$ cat src/rtl/riscv_lsu_pkg.sv
// Load/store function codes, LSU FSM state type and small lane helpers shared by riscv_lsu.
package riscv_lsu_pkg;

    localparam int unsigned LD_FUNCT_W = 3;
    localparam int unsigned ST_FUNCT_W = 3;

    localparam logic [LD_FUNCT_W-1:0] LD_NONE = 3'd0;
    localparam logic [LD_FUNCT_W-1:0] LD_B    = 3'd1;
    localparam logic [LD_FUNCT_W-1:0] LD_H    = 3'd2;
    localparam logic [LD_FUNCT_W-1:0] LD_W    = 3'd3;
    localparam logic [LD_FUNCT_W-1:0] LD_BU   = 3'd4;
    localparam logic [LD_FUNCT_W-1:0] LD_HU   = 3'd5;
    localparam logic [LD_FUNCT_W-1:0] LD_WU   = 3'd6;
    localparam logic [LD_FUNCT_W-1:0] LD_D    = 3'd7;

    localparam logic [ST_FUNCT_W-1:0] ST_NONE = 3'd0;
    localparam logic [ST_FUNCT_W-1:0] ST_B    = 3'd1;
    localparam logic [ST_FUNCT_W-1:0] ST_H    = 3'd2;
    localparam logic [ST_FUNCT_W-1:0] ST_W    = 3'd3;
    localparam logic [ST_FUNCT_W-1:0] ST_D    = 3'd4;

    typedef enum logic [1:0] {
        StIdle = 2'd0,
        StReq  = 2'd1,
        StRsp  = 2'd2
    } lsu_state_e;

    // Sizes are log2 of the access width in bytes.
    function automatic logic [1:0] ld_size(input logic [LD_FUNCT_W-1:0] funct);
        logic [1:0] size;
        case (funct)
            LD_H, LD_HU: size = 2'd1;
            LD_W, LD_WU: size = 2'd2;
            LD_D:        size = 2'd3;
            default:     size = 2'd0;
        endcase
        return size;
    endfunction

    function automatic logic ld_signed(input logic [LD_FUNCT_W-1:0] funct);
        return (funct == LD_B) || (funct == LD_H) || (funct == LD_W);
    endfunction

    function automatic logic [1:0] st_size(input logic [ST_FUNCT_W-1:0] funct);
        logic [1:0] size;
        case (funct)
            ST_H:    size = 2'd1;
            ST_W:    size = 2'd2;
            ST_D:    size = 2'd3;
            default: size = 2'd0;
        endcase
        return size;
    endfunction

    function automatic logic [2:0] size_mask(input logic [1:0] size);
        logic [2:0] mask;
        case (size)
            2'd1:    mask = 3'b001;
            2'd2:    mask = 3'b011;
            2'd3:    mask = 3'b111;
            default: mask = 3'b000;
        endcase
        return mask;
    endfunction

endpackage

$ cat src/rtl/riscv_lsu_align.sv
// Combinational lane logic: store mask/data shifting and load extraction with sign/zero extension.
// RISCV_LSU_MISALIGN_TRAP_EN undefined: misaligned offsets are truncated to natural alignment.
module riscv_lsu_align
    import riscv_lsu_pkg::*;
#(
    parameter int unsigned XLEN = 32
) (
    input  logic [1:0]                size,
    input  logic                      sext,
    input  logic [$clog2(XLEN/8)-1:0] offset,
    input  logic [XLEN-1:0]           st_data,
    input  logic [XLEN-1:0]           rdata,
    output logic [$clog2(XLEN/8)-1:0] lane_off,
    output logic [XLEN-1:0]           wdata,
    output logic [XLEN/8-1:0]         wmask,
    output logic [XLEN-1:0]           ld_data
);
    localparam int unsigned NB    = XLEN / 8;
    localparam int unsigned OFF_W = $clog2(NB);

    logic [7:0]      base_mask;
    logic [XLEN-1:0] shifted;
    logic [XLEN-1:0] keep;
    logic            sbit;

    always_comb begin
`ifdef RISCV_LSU_MISALIGN_TRAP_EN
        lane_off = offset;
`else
        lane_off = offset & ~OFF_W'(size_mask(size));
`endif
        case (size)
            2'd0:    base_mask = 8'h01;
            2'd1:    base_mask = 8'h03;
            2'd2:    base_mask = 8'h0F;
            default: base_mask = 8'hFF;
        endcase
        wmask   = NB'(base_mask) << lane_off;
        wdata   = st_data << {lane_off, 3'b000};
        shifted = rdata >> {lane_off, 3'b000};

        // keep marks the loaded bytes; everything above is filled with the sign or zero
        case (size)
            2'd0:    begin keep = XLEN'(8'hFF);         sbit = shifted[7];      end
            2'd1:    begin keep = XLEN'(16'hFFFF);      sbit = shifted[15];     end
            2'd2:    begin keep = XLEN'(32'hFFFF_FFFF); sbit = shifted[31];     end
            default: begin keep = '1;                   sbit = shifted[XLEN-1]; end
        endcase
        ld_data = (shifted & keep) | ((sext && sbit) ? ~keep : '0);
    end

endmodule

$ cat src/rtl/riscv_lsu.sv
// RISC-V load/store unit: sequences EX ops over a split request/response data bus.
// RISCV_LSU_MISALIGN_TRAP_EN: when defined, misaligned ops raise lsu_exc instead of a bus access.
module riscv_lsu
    import riscv_lsu_pkg::*;
#(
    parameter int unsigned XLEN   = 32,
    parameter int unsigned ADDR_W = 32
) (
    input  logic                  clk,
    input  logic                  rstn,
    input  logic                  ex_lsu_rdy,
    output logic                  ex_lsu_ack,
    input  logic                  ex_lsu_alu_op,
    input  logic [LD_FUNCT_W-1:0] ex_lsu_ld_funct,
    input  logic [ST_FUNCT_W-1:0] ex_lsu_st_funct,
    input  logic [XLEN-1:0]       ex_lsu_st_data,
    input  logic [XLEN-1:0]       ex_lsu_data,
    output logic [ADDR_W-1:0]     data_bif_addr,
    output logic                  data_bif_rnw,
    output logic                  data_bif_rdy,
    input  logic                  data_bif_ack,
    output logic [XLEN-1:0]       data_bif_wdata,
    output logic [XLEN/8-1:0]     data_bif_wmask,
    input  logic                  data_bif_rvalid,
    input  logic [XLEN-1:0]       data_bif_rdata,
    output logic                  lsu_rf_rdy,
    output logic [XLEN-1:0]       lsu_rf_data,
    output logic                  lsu_exc,
    output logic [XLEN-1:0]       lsu_exc_addr
);
    localparam int unsigned OFF_W   = $clog2(XLEN / 8);
    localparam bit          IS_RV64 = (XLEN == 64);

    lsu_state_e          state_q, state_d;
    logic                is_ld, is_st, mem_op, trap;
    logic [1:0]          dec_size;
    logic                dec_sext;
    logic                rnw_q, sext_q;
    logic [1:0]          size_q;
    logic [OFF_W-1:0]    off_q;
    logic [ADDR_W-1:0]   addr_q;
    logic [XLEN-1:0]     wdata_q;
    logic [XLEN/8-1:0]   wmask_q;
    logic                rf_rdy_q;
    logic [XLEN-1:0]     rf_data_q;
    logic [1:0]          al_size;
    logic                al_sext;
    logic [OFF_W-1:0]    al_off, lane_off;
    logic [XLEN-1:0]     al_wdata, al_ld_data;
    logic [XLEN/8-1:0]   al_wmask;

    // RV64-only codes are treated as non-memory ops on RV32; a load code wins over a store code
    always_comb begin
        is_ld    = (ex_lsu_ld_funct != LD_NONE) &&
                   (IS_RV64 || !(ex_lsu_ld_funct inside {LD_WU, LD_D}));
        is_st    = (ex_lsu_st_funct != ST_NONE) && (IS_RV64 || ex_lsu_st_funct != ST_D);
        mem_op   = is_ld || is_st;
        dec_size = is_ld ? ld_size(ex_lsu_ld_funct) : st_size(ex_lsu_st_funct);
        dec_sext = is_ld && ld_signed(ex_lsu_ld_funct);
    end

    always_comb begin
        if (state_q == StIdle) begin
            al_size = dec_size;
            al_sext = dec_sext;
            al_off  = ex_lsu_data[OFF_W-1:0];
        end else begin
            al_size = size_q;
            al_sext = sext_q;
            al_off  = off_q;
        end
    end

    riscv_lsu_align #(
        .XLEN(XLEN)
    ) u_align (
        .size    (al_size),
        .sext    (al_sext),
        .offset  (al_off),
        .st_data (ex_lsu_st_data),
        .rdata   (data_bif_rdata),
        .lane_off(lane_off),
        .wdata   (al_wdata),
        .wmask   (al_wmask),
        .ld_data (al_ld_data)
    );

`ifdef RISCV_LSU_MISALIGN_TRAP_EN
    logic            exc_q;
    logic [XLEN-1:0] exc_addr_q;

    assign trap = mem_op && ((3'(ex_lsu_data[OFF_W-1:0]) & size_mask(dec_size)) != 3'b000);

    always_ff @(posedge clk) begin
        if (!rstn) begin
            exc_q      <= 1'b0;
            exc_addr_q <= '0;
        end else begin
            exc_q <= (state_q == StIdle) && ex_lsu_rdy && trap;
            if ((state_q == StIdle) && ex_lsu_rdy && trap) exc_addr_q <= ex_lsu_data;
        end
    end

    assign lsu_exc      = exc_q;
    assign lsu_exc_addr = exc_addr_q;
`else
    assign trap         = 1'b0;
    assign lsu_exc      = 1'b0;
    assign lsu_exc_addr = '0;
`endif

    always_comb begin
        state_d    = state_q;
        ex_lsu_ack = 1'b0;
        unique case (state_q)
            StIdle: begin
                if (ex_lsu_rdy) begin
                    if (mem_op && !trap) state_d = StReq;
                    else                 ex_lsu_ack = 1'b1;
                end
            end
            StReq: begin
                if (data_bif_ack) begin
                    if (rnw_q) begin
                        state_d = StRsp;
                    end else begin
                        state_d    = StIdle;
                        ex_lsu_ack = 1'b1;
                    end
                end
            end
            StRsp: begin
                if (data_bif_rvalid) begin
                    state_d    = StIdle;
                    ex_lsu_ack = 1'b1;
                end
            end
            default: state_d = StIdle;
        endcase
        // A cycle held in reset abandons the op, so it must not complete it either
        if (!rstn) ex_lsu_ack = 1'b0;
    end

    always_ff @(posedge clk) begin
        if (!rstn) begin
            state_q   <= StIdle;
            rnw_q     <= 1'b1;
            sext_q    <= 1'b0;
            size_q    <= 2'd0;
            off_q     <= '0;
            addr_q    <= '0;
            wdata_q   <= '0;
            wmask_q   <= '0;
            rf_rdy_q  <= 1'b0;
            rf_data_q <= '0;
        end else begin
            state_q  <= state_d;
            rf_rdy_q <= 1'b0;
            if ((state_q == StIdle) && ex_lsu_rdy && !trap) begin
                if (mem_op) begin
                    rnw_q   <= is_ld;
                    sext_q  <= dec_sext;
                    size_q  <= dec_size;
                    off_q   <= lane_off;
                    addr_q  <= {ex_lsu_data[ADDR_W-1:OFF_W], {OFF_W{1'b0}}};
                    wdata_q <= al_wdata;
                    wmask_q <= al_wmask;
                end else begin
                    rf_rdy_q  <= ex_lsu_alu_op;
                    rf_data_q <= ex_lsu_data;
                end
            end
            if ((state_q == StRsp) && data_bif_rvalid) begin
                rf_rdy_q  <= 1'b1;
                rf_data_q <= al_ld_data;
            end
        end
    end

    assign data_bif_rdy   = (state_q == StReq);
    assign data_bif_rnw   = (state_q == StReq) ? rnw_q : 1'b1;
    assign data_bif_addr  = addr_q;
    assign data_bif_wdata = wdata_q;
    assign data_bif_wmask = wmask_q;
    assign lsu_rf_rdy     = rf_rdy_q;
    assign lsu_rf_data    = rf_data_q;

endmodule

$ cat config.mk
export PLATFORM = sky130hd
export DESIGN_NAME = riscv_lsu
export DESIGN_NICKNAME = d
export VERILOG_FILES = /design/src/rtl/riscv_lsu_pkg.sv /design/src/rtl/riscv_lsu_align.sv /design/src/rtl/riscv_lsu.sv
export SDC_FILE = /design/constraint.sdc
export NUM_CORES = 1
export LEC_CHECK = 0
export CORE_MARGIN = 1
export CORE_UTILIZATION = 39
export DETAILED_ROUTE_END_ITERATION = 10
export PLACE_DENSITY = 0.78
export SLEW_MARGIN = 10
export SYNTH_ARGS = -nofsm -noshare
export SYNTH_HDL_FRONTEND = slang
export SYNTH_SLANG_ARGS = --single-unit
$ cat constraint.sdc
create_clock -name clk -period 2.5 [get_ports clk]
set_input_delay 0.625 -clock clk [delete_from_list [all_inputs] [get_ports clk]]
set_output_delay 0.625 -clock clk [all_outputs]
set_load 0.01 [all_outputs]
=== After elaboration in Yosys (flattened, before gate mapping) ===
Index checks and enable logic that the tools add are counted.

* Flip-flop bits (word level): 107
* Bits of input ports: 108
* Output and inout port bits: 137
* Word-level logic and storage cells: 90

* Bitwise operators: 5
* Multiplexer cells: 31
* Shift operators: 3
* Reduce and logical (&&, ||, !) cells: 21
* Equal/unequal tests: 20

{| class="wikitable"
|+ Operators by type and width
! kind !! count
|-
| 32-bit 2-to-1 mux || 4
|-
| 32-bit one-hot mux with 2 select lines || 1
|-
| 32-bit bitwise AND || 1
|-
| 32-bit NOT || 1
|-
| 32-bit bitwise OR || 1
|-
| 32-bit by 5-bit left shift with 32-bit output || 1
|-
| 32-bit by 5-bit right shift with 32-bit output || 1
|-
| 2-bit one-hot mux with 3 select lines || 4
|-
| 2-bit 2-to-1 mux || 8
|-
| 3-bit by 2-bit == test with 1-bit output (second input constant) || 4
|-
| 3-bit == test (second input constant) || 4
|-
| 4-bit one-hot mux with 3 select lines || 1
|-
| 1-bit 2-to-1 mux || 11
|-
| 2-bit == test (second input constant) || 3
|-
| 1-bit logical AND || 6
|-
| 2-bit != test (second input constant) || 3
|-
| 3-bit nonzero test || 2
|-
| 2-bit by 1-bit == test with 1-bit output (second input constant) || 2
|-
| 2-bit logical NOT || 2
|-
| 2-bit by 1-bit != test with 1-bit output (second input constant) || 2
|-
| 2-bit AND reduction || 2
|-
| 4-bit AND reduction || 1
|-
| 2-bit nonzero test || 2
|-
| 2-bit OR reduction || 2
|-
| 9 further kinds || 11
|}

=== Depth between registers and ports, before layout ===
* Depth after elaboration: 16
* Gate-level depth with buffers: 10
* Gate-level depth less buffers: 7

=== By module ===
A second synthesis with hierarchy kept.

* Cell total of the unflattened synthesis: 720
* Area total of the unflattened synthesis: 6376.1 µm²

{| class="wikitable"
|+ By module, submodules not included
! module !! sequential area each (µm²) !! cells an instance !! instances !! area each (µm²)
|-
| riscv_lsu || 2142.1 || 539 || 1 || 5002.3
|-
| riscv_lsu_align || 0.0 || 181 || 1 || 1373.8
|}

=== Worst setup path after synthesis ===
OpenSTA, ideal clock, no wires.

* Path kind: input to output
* From: input port ex_lsu_ld_funct[1]
* To: output port ex_lsu_ack
* Path buffers: 0
* Stages: 6
* Required time: 1875 ps
* Slack: 19 ps
* Arrival: 1856 ps
* Path through: and2_1 nor2_1 nor3_1 nand3_1 nand2_1 o21a_1

* Longest elaborated chain between the ends: 9

{| class="wikitable"
|+ Ends and longest elaborated chain
! item !! line !! text
|-
| start: declaration || riscv_lsu.sv:14 || <nowiki>input logic [LD_FUNCT_W-1:0] ex_lsu_ld_funct,</nowiki>
|-
| 3-bit == test || riscv_lsu.sv:55 || <nowiki>(IS_RV64 || !(ex_lsu_ld_funct inside {LD_WU, LD_D}));</nowiki>
|-
| 2-bit nonzero test || riscv_lsu.sv:55 ||
|-
| 1-bit logical NOT || riscv_lsu.sv:55 ||
|-
| 1-bit logical AND * || riscv_lsu.sv:54 || <nowiki>is_ld = (ex_lsu_ld_funct != LD_NONE) &&</nowiki>
|-
| 1-bit logical OR * || riscv_lsu.sv:57 || <nowiki>mem_op = is_ld || is_st;</nowiki>
|-
| 1-bit 2-to-1 mux * || riscv_lsu.sv:118 || <nowiki>if (mem_op && !trap) state_d = StReq;</nowiki>
|-
| 1-bit 2-to-1 mux * || riscv_lsu.sv:117 || <nowiki>if (ex_lsu_rdy) begin</nowiki>
|-
| 1-bit one-hot mux with 3 select lines * || riscv_lsu.sv:115 || <nowiki>unique case (state_q)</nowiki>
|-
| 1-bit 2-to-1 mux * || riscv_lsu.sv:141 || <nowiki>if (!rstn) ex_lsu_ack = 1'b0;</nowiki>
|-
| end: declaration || riscv_lsu.sv:12 || <nowiki>output logic ex_lsu_ack,</nowiki>
|}

Every way passes the cells marked *; elsewhere a longest branch is shown, timed or not.

=== Worst setup path in the final report ===
* From: input port data_bif_rvalid
* To: output port ex_lsu_ack

* Longest elaborated chain between the ends: 3

{| class="wikitable"
|+ Ends and longest elaborated chain
! item !! line !! text
|-
| start: declaration || riscv_lsu.sv:24 || <nowiki>input logic data_bif_rvalid,</nowiki>
|-
| 1-bit 2-to-1 mux || riscv_lsu.sv:133 || <nowiki>if (data_bif_rvalid) begin</nowiki>
|-
| 1-bit one-hot mux with 3 select lines || riscv_lsu.sv:115 ||
|-
| 1-bit 2-to-1 mux || riscv_lsu.sv:141 ||
|}

Every way passes these cells.

==> metrics.csv <==
metric,value,unit
drt_pass1_iterations,4,
critical_path_required,1880,ps
ios,245,
outcome,completed,
r2r-end,lsu_rf_data[15],
synth.most_common_cell,nand2_1,
diodes,0,
drcViolationCount,0,
yosys_warnings,0,
synth.top_cells.by_count,"nand2_1, dfxtp_1, a21oi_1",
path_clk_slew,70,ps
hp-class,flop to flop,
fp.coreArea,13930,sq um
p_sw,1.365,mW
fin_crit,2428,ps
synth_edf_count,0,
synth_flop_cell,dfxtp_1,
drv_cap,0,
grt_max_degree,69,
critical_path.cell_chain,clkdlybuf4s50_1 -> nand2_1 -> or2_2 -> nand2_1 -> o21a_1 -> buf_2,
leakage,3.379,nW
cts_tree,yes,
postSynthCellCount,654,
die_width,121.7,microns
synth.distinct_cells,50,
cpMostUsedCell,nand2_1,
grt_usage,24.06,%
cp.arrival,1800,ps
die-area,14820,sq um
numCtsBuffers,9,
synth_area,5592,sq um
post-route-util,61.15,%
crit_path_end_kind,output port,
antenna_found_initial,0,
holdPathEnd,data_bif_wdata[27],
root_buffer,clkbuf_16,
areaGrowthSynthToFinish,52.38,%
dpl.hpwl,13450,microns
grt_pass1_wl,27620,microns
vias,5547,
switching_share,29.36,%
antenna_left,0,
cp_top_family,buffers and inverters,
hold_path.startpoint,data_bif_wdata[27],
tns,0,ps
drv_slew,0,
via_per_inst,5.136,
intPower,3.283,mW
insertion_delay,350,ps
setup_viol,0,
ir_drop,286.5,uV
min_path_cells,2,
power_density,545.5,nW/um^2
syn_area_per_cell,8.550,sq um
synth-seq-cells,107,
slew_headroom,47.66,%
htreeDepth,3,
routedWlPerCell,17.00,microns
initial_utilization,40.13,%
port_buffers,209,
final.period_utilization,97.12,%
finalHoldViolCount,0,
nNetsFinal,1003,
worstRegToRegCells,10,
power,4.648,mW
crit_slowest_cell,clkdlybuf4s50_1,
clock-sinks,107,
grt_pass1_vias,5140,
cts_buffer_depth,2,
yosysTopAreaCellShare,38.31,%
rsz0062_at_grt,false,
critPathMaxStageDelay,480,ps
final_layout_size_suffix_gt1_share,16.89,%
combPwrFrac,30.8,%
wirelength,18360,microns
die_h,121.7,microns
yosys.area.top_type,dfxtp_1,
power_frac_seq,40.5,%
r2r_slack,280,ps
drt_iter0_drc,369,
crit_path_max_fanout,2,
worstSetupPathType,primary input to output port,
clock.fmax,0.4119,GHz
seqCellArea,2142,sq um
overflow,0,
synth_seq_area_share,38.31,%
clock_skew,3.460,ps
worstMarginPinSlew,785.1,ps
fp-row-count,43,
crit_buf_inv,2,
r2r_start,state_q[0],
place_congestion,0.8425,
fillCellCount,1182,
multiInputGateArea,3126,sq um
holdBufCountCts,0,
synth_area_leaders,"dfxtp_1, mux2_2, nand2_1",
pwr-share-clk,28.7,%
worstSetupStartpointType,primary input,
async_flop_share,0,%
[flip-flops by register name (all words and copies together), names as in the netlist]
register        cells
rnw_q               1
data_bif_wmask      4
off_q               2
data_bif_addr      30
data_bif_wdata     32
lsu_rf_data        32
size_q              2
lsu_rf_rdy          1
sext_q              1
state_q             2
[cell families after synthesis]
group,share of synthesized area [%]
AO/OA/AOI/OAI,19.87
XOR/XNOR,0.3133
buffers and inverters,9.308
flip-flops,38.31
multiplexers,15.89
other,0.06706
AND/OR/NAND/NOR,16.25
[worst min-delay path, stage by stage (launching register included)]
cell	delay [ps]
dfxtp_1	310
nand2_1	50
a21oi_1	50
[area by class of cell]
type / count / share of cell area [%]
clock buffer: 12 / 2.893
inverter: 5 / 0.2203
multi-input combinational: 495 / 36.68
tap: 180 / 2.643
clock inverter: 4 / 0.3084
sequential: 107 / 25.14
timing repair buffer: 277 / 32.11
[worst max path at each step]
stage	startpoint	endpoint	slack, ps	cells after the start
finish	data_bif_rvalid	ex_lsu_ack	70	6
detailed placement	ex_lsu_ld_funct[2]	ex_lsu_ack	-560	8
CTS	ex_lsu_st_funct[2]	lsu_rf_data[30]	20	9
global route	ex_lsu_ld_funct[1]	ex_lsu_ack	20	8
global placement	ex_lsu_ld_funct[2]	ex_lsu_ack	-540	8
floorplan	ex_lsu_ld_funct[1]	ex_lsu_ack	20	6
[power groups by stage]
stage	registers (mW)	clock network [mW]	logic [mW]
floorplan	1.96	0	0.693
global placement	1.92	0	1.37
detailed placement	1.92	0	1.39
CTS	1.88	1.36	1.40
global route	1.90	1.43	1.54
finish	1.88	1.33	1.43
[cells in the final DEF (no fill, tap or decap), types with 9 or more instances in the layout]
master and count:
and2_1 16, a31oi_1 17, o211ai_1 9, o221ai_1 11, dfxtp_1 107, a21oi_1 72
nor2_1 32, mux2i_1 36, clkbuf_16 10, conb_1 35, mux2_2 42, buf_12 10
buf_4 57, a22oi_1 12, clkdlybuf4s50_1 202, o21ai_0 24, nand2_1 126
[through the flow]
stage / instances / setup slack (ps) / hold slack, ps / area [sq um]
floorplan: 688 / 19.19 / 448.4 / 5719
global placement: 1055 / -535.4 / 441.8 / 8102
detailed placement: 1055 / -560.9 / 445.9 / 8102
CTS: 1078 / 15.09 / 455.5 / 8437
global route: 1080 / 22.66 / 478.3 / 8521
finish: 1080 / 71.99 / 452.9 / 8521
[repair_timing]
action,CTS,global route
setup endpoints to repair,59,57
gates cloned,0,1
pin swaps,5,6
buffers inserted,7,2
resized for setup,15,7
[metal layers]
| metal | GRT usage [%] | vias to the layer above | part of all wire (%) |
|---|---|---|---|
| li1 | - | 2713 | - |
| met1 | 31.68 | 2612 | 45 |
| met2 | 39.05 | 188 | 47 |
| met3 | 3.979 | 34 | 5.8 |
| met4 | 9.491 | 0 | 2.6 |
| met5 | 0 | - | 0 |
Power figures use the tool's default switching activity.
